**src/rtl/cam_pkg.sv**
```systemverilog
// rtl/cam_pkg.sv - shared state encoding, RGB565->RGB332 field map and image defaults
package cam_pkg;

  typedef enum logic [1:0] {
    IDLE    = 2'd0,
    WAIT_VS = 2'd1,
    CAPTURE = 2'd2
  } cap_state_e;

  localparam int IMG_W_DEF = 320;
  localparam int IMG_H_DEF = 240;
  localparam int NPIX      = IMG_W_DEF * IMG_H_DEF;

  // Bits kept from each RGB565 channel: top 3 of R and G, top 2 of B
  localparam int R_MSB = 15;
  localparam int R_LSB = 13;
  localparam int G_MSB = 10;
  localparam int G_LSB = 8;
  localparam int B_MSB = 4;
  localparam int B_LSB = 3;

  // {pclk, vsync, href, data[7:0]}
  localparam int BUS_W = 11;

  function automatic logic [7:0] rgb565_to_332(input logic [15:0] p);
    return {p[R_MSB:R_LSB], p[G_MSB:G_LSB], p[B_MSB:B_LSB]};
  endfunction

endpackage

```
**src/rtl/cam_capture_if.sv**
```systemverilog
// rtl/cam_capture_if.sv - frame-buffer write port: one-cycle strobe with address and RGB332 data
interface cam_capture_if #(
  parameter int AW = 17
) ();

  logic [AW-1:0] mem_addr;
  logic [7:0]    mem_data;
  logic          mem_we;

  modport master (output mem_addr, output mem_data, output mem_we);
  modport slave  (input  mem_addr, input  mem_data, input  mem_we);

endinterface

```
**src/rtl/cam_sync_edge.sv**
```systemverilog
// rtl/cam_sync_edge.sv - two-flop synchronizer for the whole camera bus plus edge detection
module cam_sync_edge
  import cam_pkg::*;
(
  input  logic       clk,
  input  logic       rst_n,
  input  logic       pclk_i,
  input  logic       vsync_i,
  input  logic       href_i,
  input  logic [7:0] data_i,
  output logic       vsync_s,
  output logic       href_s,
  output logic [7:0] data_s,
  output logic       pclk_rise,
  output logic       vsync_rise,
  output logic       vsync_fall,
  output logic       href_fall
);

  logic [BUS_W-1:0] s1_q, s1_d;
  logic [BUS_W-1:0] s2_q, s2_d;
  // Only the control bits need the third stage; data is taken from s2 at pclk_rise
  logic [2:0]       s3_q, s3_d;

  always_comb begin
    s1_d = {pclk_i, vsync_i, href_i, data_i};
    s2_d = s1_q;
    s3_d = s2_q[BUS_W-1 -: 3];
  end

  always_ff @(posedge clk or negedge rst_n) begin
    if (!rst_n) begin
      s1_q <= '0;
      s2_q <= '0;
      s3_q <= '0;
    end else begin
      s1_q <= s1_d;
      s2_q <= s2_d;
      s3_q <= s3_d;
    end
  end

  assign vsync_s    = s2_q[9];
  assign href_s     = s2_q[8];
  assign data_s     = s2_q[7:0];

  assign pclk_rise  =  s2_q[10] & ~s3_q[2];
  assign vsync_rise =  s2_q[9]  & ~s3_q[1];
  assign vsync_fall = ~s2_q[9]  &  s3_q[1];
  assign href_fall  = ~s2_q[8]  &  s3_q[0];

endmodule

```
**src/rtl/cam_capture.sv**
```systemverilog
// rtl/cam_capture.sv - camera capture: RGB565 byte pairs to RGB332 frame-buffer writes, gated per frame
module cam_capture
  import cam_pkg::*;
#(
  parameter int IMG_W = IMG_W_DEF,
  parameter int IMG_H = IMG_H_DEF,
  parameter int AW    = 17
) (
  input  logic                 clk,
  input  logic                 rst,
  input  logic                 CAM_pclk,
  input  logic                 CAM_vsync,
  input  logic                 CAM_href,
  input  logic [7:0]           CAM_px_data,
  input  logic                 cap_en,
  cam_capture_if.master        mem,
  output logic                 frame_done,
  output logic                 busy,
  output logic                 err_len
);

  localparam int            NPIX_CFG = IMG_W * IMG_H;
  localparam logic [AW:0]   NPIX_V   = NPIX_CFG[AW:0];

  logic       vsync_s, href_s;
  logic [7:0] data_s;
  logic       pclk_rise, vsync_rise, vsync_fall, href_fall;

  cam_sync_edge u_sync (
    .clk        (clk),
    .rst_n      (rst),
    .pclk_i     (CAM_pclk),
    .vsync_i    (CAM_vsync),
    .href_i     (CAM_href),
    .data_i     (CAM_px_data),
    .vsync_s    (vsync_s),
    .href_s     (href_s),
    .data_s     (data_s),
    .pclk_rise  (pclk_rise),
    .vsync_rise (vsync_rise),
    .vsync_fall (vsync_fall),
    .href_fall  (href_fall)
  );

  cap_state_e  state_q, state_d;
  logic        phase_q, phase_d;
  logic [7:0]  hi_q, hi_d;
  logic [15:0] pix_q, pix_d;
  logic        pend_q, pend_d;
  logic        end_req_q, end_req_d;
  // One bit wider than the address so the count can sit at NPIX after the last pixel
  logic [AW:0] cnt_q, cnt_d;
  logic        mem_we_q, mem_we_d;
  logic [7:0]  mem_data_q, mem_data_d;
  logic        frame_done_q, frame_done_d;
  logic        err_len_q, err_len_d;

  always_comb begin
    state_d      = state_q;
    phase_d      = phase_q;
    hi_d         = hi_q;
    pix_d        = pix_q;
    pend_d       = 1'b0;
    end_req_d    = end_req_q;
    cnt_d        = cnt_q + (AW+1)'(mem_we_q);
    mem_we_d     = 1'b0;
    mem_data_d   = mem_data_q;
    frame_done_d = 1'b0;
    err_len_d    = err_len_q;

    // Write stage: a pixel formed last cycle goes out now unless the frame is full
    if (pend_q) begin
      if (cnt_d < NPIX_V) begin
        mem_we_d   = 1'b1;
        mem_data_d = rgb565_to_332(pix_q);
      end else begin
        err_len_d  = 1'b1;
      end
    end

    unique case (state_q)
      IDLE: begin
        if (vsync_s) state_d = WAIT_VS;
      end

      WAIT_VS: begin
        if (vsync_fall && cap_en) begin
          state_d   = CAPTURE;
          cnt_d     = '0;
          phase_d   = 1'b0;
          err_len_d = 1'b0;
          end_req_d = 1'b0;
        end
      end

      CAPTURE: begin
        if (vsync_fall) begin
          // Blank never arrived: restart the frame and flag it
          cnt_d     = '0;
          phase_d   = 1'b0;
          mem_we_d  = 1'b0;
          err_len_d = 1'b1;
          end_req_d = 1'b0;
        end else if (vsync_rise || end_req_q) begin
          // Let an in-flight pixel reach memory before closing the frame
          if (pend_q) begin
            end_req_d = 1'b1;
          end else begin
            state_d      = WAIT_VS;
            frame_done_d = 1'b1;
            end_req_d    = 1'b0;
            if (cnt_d != NPIX_V) err_len_d = 1'b1;
          end
        end else if (pclk_rise && href_s) begin
          if (!phase_q) begin
            hi_d    = data_s;
            phase_d = 1'b1;
          end else begin
            pix_d   = {hi_q, data_s};
            phase_d = 1'b0;
            pend_d  = 1'b1;
          end
        end else if (href_fall && phase_q) begin
          err_len_d = 1'b1;
          phase_d   = 1'b0;
        end
      end

      default: state_d = IDLE;
    endcase
  end

  always_ff @(posedge clk or negedge rst) begin
    if (!rst) begin
      state_q      <= IDLE;
      phase_q      <= 1'b0;
      hi_q         <= '0;
      pix_q        <= '0;
      pend_q       <= 1'b0;
      end_req_q    <= 1'b0;
      cnt_q        <= '0;
      mem_we_q     <= 1'b0;
      mem_data_q   <= '0;
      frame_done_q <= 1'b0;
      err_len_q    <= 1'b0;
    end else begin
      state_q      <= state_d;
      phase_q      <= phase_d;
      hi_q         <= hi_d;
      pix_q        <= pix_d;
      pend_q       <= pend_d;
      end_req_q    <= end_req_d;
      cnt_q        <= cnt_d;
      mem_we_q     <= mem_we_d;
      mem_data_q   <= mem_data_d;
      frame_done_q <= frame_done_d;
      err_len_q    <= err_len_d;
    end
  end

  assign mem.mem_addr = cnt_q[AW-1:0];
  assign mem.mem_data = mem_data_q;
  assign mem.mem_we   = mem_we_q;
  assign frame_done   = frame_done_q;
  assign busy         = (state_q == CAPTURE);
  assign err_len      = err_len_q;

endmodule

```
**src/flat_wrapper.sv**
```systemverilog
// flat-port wrapper written by rule: the top's interface ports become plain ports
module cam_capture_flat import cam_pkg::*;
#(
  parameter int IMG_W = IMG_W_DEF,
  parameter int IMG_H = IMG_H_DEF,
  parameter int AW    = 17
)
  (clk, rst, CAM_pclk, CAM_vsync, CAM_href, CAM_px_data, cap_en, frame_done, busy, err_len, mem_mem_addr, mem_mem_data, mem_mem_we);
  cam_capture_if #(.AW(AW)) mem_i ();
  input  logic clk;
  input  logic rst;
  input  logic CAM_pclk;
  input  logic CAM_vsync;
  input  logic CAM_href;
  input  logic [7:0] CAM_px_data;
  input  logic cap_en;
  output logic frame_done;
  output logic busy;
  output logic err_len;
  output wire logic [$bits(mem_i.mem_addr)-1:0] mem_mem_addr;
  output wire logic [$bits(mem_i.mem_data)-1:0] mem_mem_data;
  output wire logic [$bits(mem_i.mem_we)-1:0] mem_mem_we;
  assign mem_mem_addr = mem_i.mem_addr;
  assign mem_mem_data = mem_i.mem_data;
  assign mem_mem_we = mem_i.mem_we;
  cam_capture #(.IMG_W(IMG_W), .IMG_H(IMG_H), .AW(AW)) u_core (.clk(clk), .rst(rst), .CAM_pclk(CAM_pclk), .CAM_vsync(CAM_vsync), .CAM_href(CAM_href), .CAM_px_data(CAM_px_data), .cap_en(cap_en), .mem(mem_i), .frame_done(frame_done), .busy(busy), .err_len(err_len));
endmodule
```
**config.mk**
```make
export PLATFORM = sky130hd
export DESIGN_NAME = cam_capture_flat
export DESIGN_NICKNAME = d
export VERILOG_FILES = /design/src/rtl/cam_pkg.sv /design/src/rtl/cam_capture_if.sv /design/src/rtl/cam_sync_edge.sv /design/src/rtl/cam_capture.sv /design/src/flat_wrapper.sv
export SDC_FILE = /design/constraint.sdc
export NUM_CORES = 1
export LEC_CHECK = 0
export BUFFER_PORTS_ARGS = -buffer_cell sky130_fd_sc_hd__clkbuf_2
export CAP_MARGIN = 30
export CORE_AREA = 2 2 69 97
export CTS_CLUSTER_SIZE = 28
export DETAILED_ROUTE_END_ITERATION = 12
export DIE_AREA = 0 0 71 99
export HOLD_SLACK_MARGIN = 0.05
export PLACE_DENSITY = 0.76
export SLEW_MARGIN = 5
export SYNTH_ARGS = -nofsm -noshare
export SYNTH_HDL_FRONTEND = slang
export SYNTH_SLANG_ARGS = --single-unit
```
**constraint.sdc**
```tcl
create_clock -name clk -period 2.67 [get_ports clk]
set_input_delay 0.534 -clock clk [delete_from_list [all_inputs] [get_ports clk]]
set_output_delay 0.534 -clock clk [all_outputs]
set_load 0.01 [all_outputs]
```
==> impl_metrics.toml <==
[run_status]
status = "completed"

[grt]
grt.total_usage = 0.1967
grt_pass1_vias = 2319
grt_overflow = 0
antenna_found_initial = 0
grt_pass1_wl_mm = 10.77
grt_max_degree = 74

[drt]
drc = 0
wl_met1_mm = 2.480
wl_met3_microns = 286
topRoutingLayerUsed = "met4"
wl_met2_mm = 3.452
avgViaCountPerCell = 5.839
vias = 2388
drtPass1Iterations = 5
detail-route-antenna-nets = 0
detail_route.iter0.violations = 167
drt-total-wl_mm = 6.439
wl_per_cell_microns = 15.74

[die]
start_util = 0.5507
rows = 34
coreArea_sq_mm = 0.006168
ios = 43
fp.dieArea_sq_mm = 0.007029
die_h_microns = 99
die_x_microns = 71

[synthesis]
ys_warn_count = 0
synth_ff_type = "dfrtp_1"
synth_top_family_by_area = "simple AND/OR/NAND/NOR gates"
synth_top_area_share = 0.5378
synth_edf_count = 0
synth_nets = 318
synth_xor_area_frac = 0.04125
yosys.area.top_type = "dfrtp_1"
netlist_area_sq_mm = 0.003397
synth_cell_types = 59
ys_ff_latch = 73
yosysSeqAreaShare = 0.5378
synth_simple_gate_area_frac = 0.1558
ys_async_sr_fraction = 1.000
ys_top_cells_by_count = "dfrtp_1, nor2_1, mux2_2"
synth_area_leaders = "dfrtp_1, mux2_2, buf_4, nor2_1, ha_1"
synthMuxAreaShare = 0.07882
synth_area_per_cell_sq_um = 11.44
synth_compound_area_frac = 0.09945
syn_inst = 297
synth_most_common_cell = "dfrtp_1"
synth_fa_ha_area_frac = 0.02578

[setup_path]
crit_required_ns = 2.88
rr_worst_depth = 9
critPathMaxFanout = 7
cp-end-kind = "flip-flop"
slowest_stage = "or4b_1"
worst-path-buf-inv = 1
crit_chain = "ha_1 -> ha_2 -> and2_4 -> buf_4 -> or4b_1 -> a21oi_1 -> o221ai_1 -> nor4_1 -> o211ai_1"
crit_type = "reg2reg"
cp.depth = 9
critical-path-top-delay-family = "simple AND/OR/NAND/NOR gates"
slowest_delay_ns = 0.52
crit_path_start_kind = "flip-flop"
crit_arrival_ns = 2.70

[run]
cap_viol_max_count = 0

[pwr]
vdd_drop_max_uv = 545.7
p_leak_uw = 0.001794
power.internal_uw = 1809
clkPwrFrac = 0.338
sequentialPowerShare = 0.485
powerDensity_mw_per_mm2 = 669.1
p_switching_uw = 740.4
netSwitchingFraction = 0.2904
power.share.combinational = 0.177

[placement]
dp_hpwl_mm = 4.600
numPortBuffers = 42
post_dp_cell_area_sq_mm = 0.003577
place_congestion = 0.9219

[clocking]
clockBufferDepth = 2
cts-root-buf = "clkbuf_8"
cts_tree = "done"
clock_sinks = 73
clkLatencyLatePin_ns = 0.34
cts_buffers = 9
cts-hold-fix-buffers = 0
path_clk_slew_ns = 0.08
htree_levels = 3

[sta]
hold_violations = 0
min_period_ns = 2.497
clock.fmax_ghz = 0.4005
period_share = 0.9352
worst_pin_slew_ns = 0.4722
slew_violations = 0
finClkSkew_ns = 0.007545
setup_viol = 0
rsz0062_at_grt = "false"
slew_headroom = 0.6771
fin_setup_tns_ns = 0

[finish]
areaGrowthSynthToFinish_pct = 12.15
antennaDiodeCount = 0
n_fill_cell = 493
nets = 353
final_cell_area_sq_mm = 0.003810
drive_gt1_frac = 0.3116

[min_path]
hp-class = "in2async"
==> routing by layer <==
metal / GRT usage / vias to the layer above
li1: - / 1111
met1: 0.2362 / 1181
met2: 0.3271 / 74
met3: 0.03988 / 22
met4: 0.1103 / 0
met5: 0 / -
==> cell families (layout without fill, tap and decap cells) <==
kind of cell             after synthesis  count (layout)
AND/OR/NAND/NOR                       96              96
flip-flops                            73              73
AO/OA/AOI/OAI                         46              47
buffers and inverters                 35              74
multiplexers                          24              24
XOR/XNOR                              16              16
adder cells (fa/ha/maj)                7               7
==> power by group through the flow <==
stage | clock (uW) | combinational (uW) | sequential, uW
6_report | 863 | 450 | 1240
3_5_place_dp | 0 | 460 | 1260
5_1_grt | 932 | 517 | 1250
3_3_place_gp | 0 | 440 | 1250
2_1_floorplan | 0 | 287 | 1240
4_1_cts | 887 | 461 | 1240
==> cell usage in the layout (no fill, tap or decap), types with 3 or more instances in the layout <==
cell type,netlist,final
dfrtp_1,73,73
clkbuf_2,1,41
nor2_1,30,30
mux2_2,22,22
nand2_1,15,15
o21ai_0,12,12
xnor2_1,10,10
clkbuf_8,0,9
inv_1,8,8
nand3_1,7,7
buf_4,19,7
nand4_1,6,6
xor2_1,6,6
a21oi_1,6,6
ha_1,7,6
nor2b_1,5,5
nor3_1,5,5
and3_1,4,4
a31oi_1,3,3
==> what timing repair did <==
action	CTS	global route
setup buffers	0	2
setup endpoints to repair	0	9
endpoints found under the hold margin	0	0
gates resized for setup	0	4
==> per-stage QoR <==
step                      hold slack (ns)  utilization  instances  total power (uW)  setup slack (ns)
after floorplan                    0.2384            -        297              1530            0.3193
after detailed placement           0.3347       0.5799        390              1718           0.07010
final                              0.2058       0.6176        409              2549            0.1731
after global routing               0.2404       0.6176        409              2695           0.04843
after global placement             0.3314       0.5799        390              1690            0.1874
after CTS                          0.2204       0.6124        406              2583           0.08022
==> layout make-up <==
cell class | count | area, sq um | share of cell area
tap | 72 | 90.09 | 0.02365
multi-input combinational | 190 | 1380 | 0.3622
inverter | 8 | 30.03 | 0.007882
clock inverter | 7 | 76.32 | 0.02003
sequential | 73 | 1827 | 0.4795
clock buffer | 9 | 123.9 | 0.03251
timing repair buffer | 50 | 282.8 | 0.07422
==> path summary, 6_finish.rpt <==
kind                                            startpoint                              end  slack, ns
max                            u_core.mem.mem_we$_DFF_PN0_         u_core.err_len$_DFF_PN0_       0.17
min                                                    rst        u_core.cnt_q[6]$_DFF_PN0_       0.21
max reg2reg                    u_core.mem.mem_we$_DFF_PN0_         u_core.err_len$_DFF_PN0_       0.17
min reg2reg                u_core.u_sync.s1_q[7]$_DFF_PN0_  u_core.u_sync.s2_q[7]$_DFF_PN0_       0.35
max in group asynchronous                              rst  u_core.u_sync.s2_q[1]$_DFF_PN0_       2.15
min in group clk                                  CAM_href  u_core.u_sync.s1_q[8]$_DFF_PN0_       0.30
==> sequential cells by signal, indices dropped and copies added (netlist names) <==
name,count
u_core.u_sync.s2_q,11
u_core.cnt_q,18
u_core.err_len,1
u_core.state_q,2
u_core.frame_done,1
u_core.end_req_q,1
u_core.u_sync.s3_q,3
u_core.u_sync.s1_q,11
u_core.pend_q,1
u_core.mem.mem_data,8
u_core.phase_q,1
u_core.pix_q,8
u_core.mem.mem_we,1
u_core.hi_q,6
(Power assumes the default switching activity.)
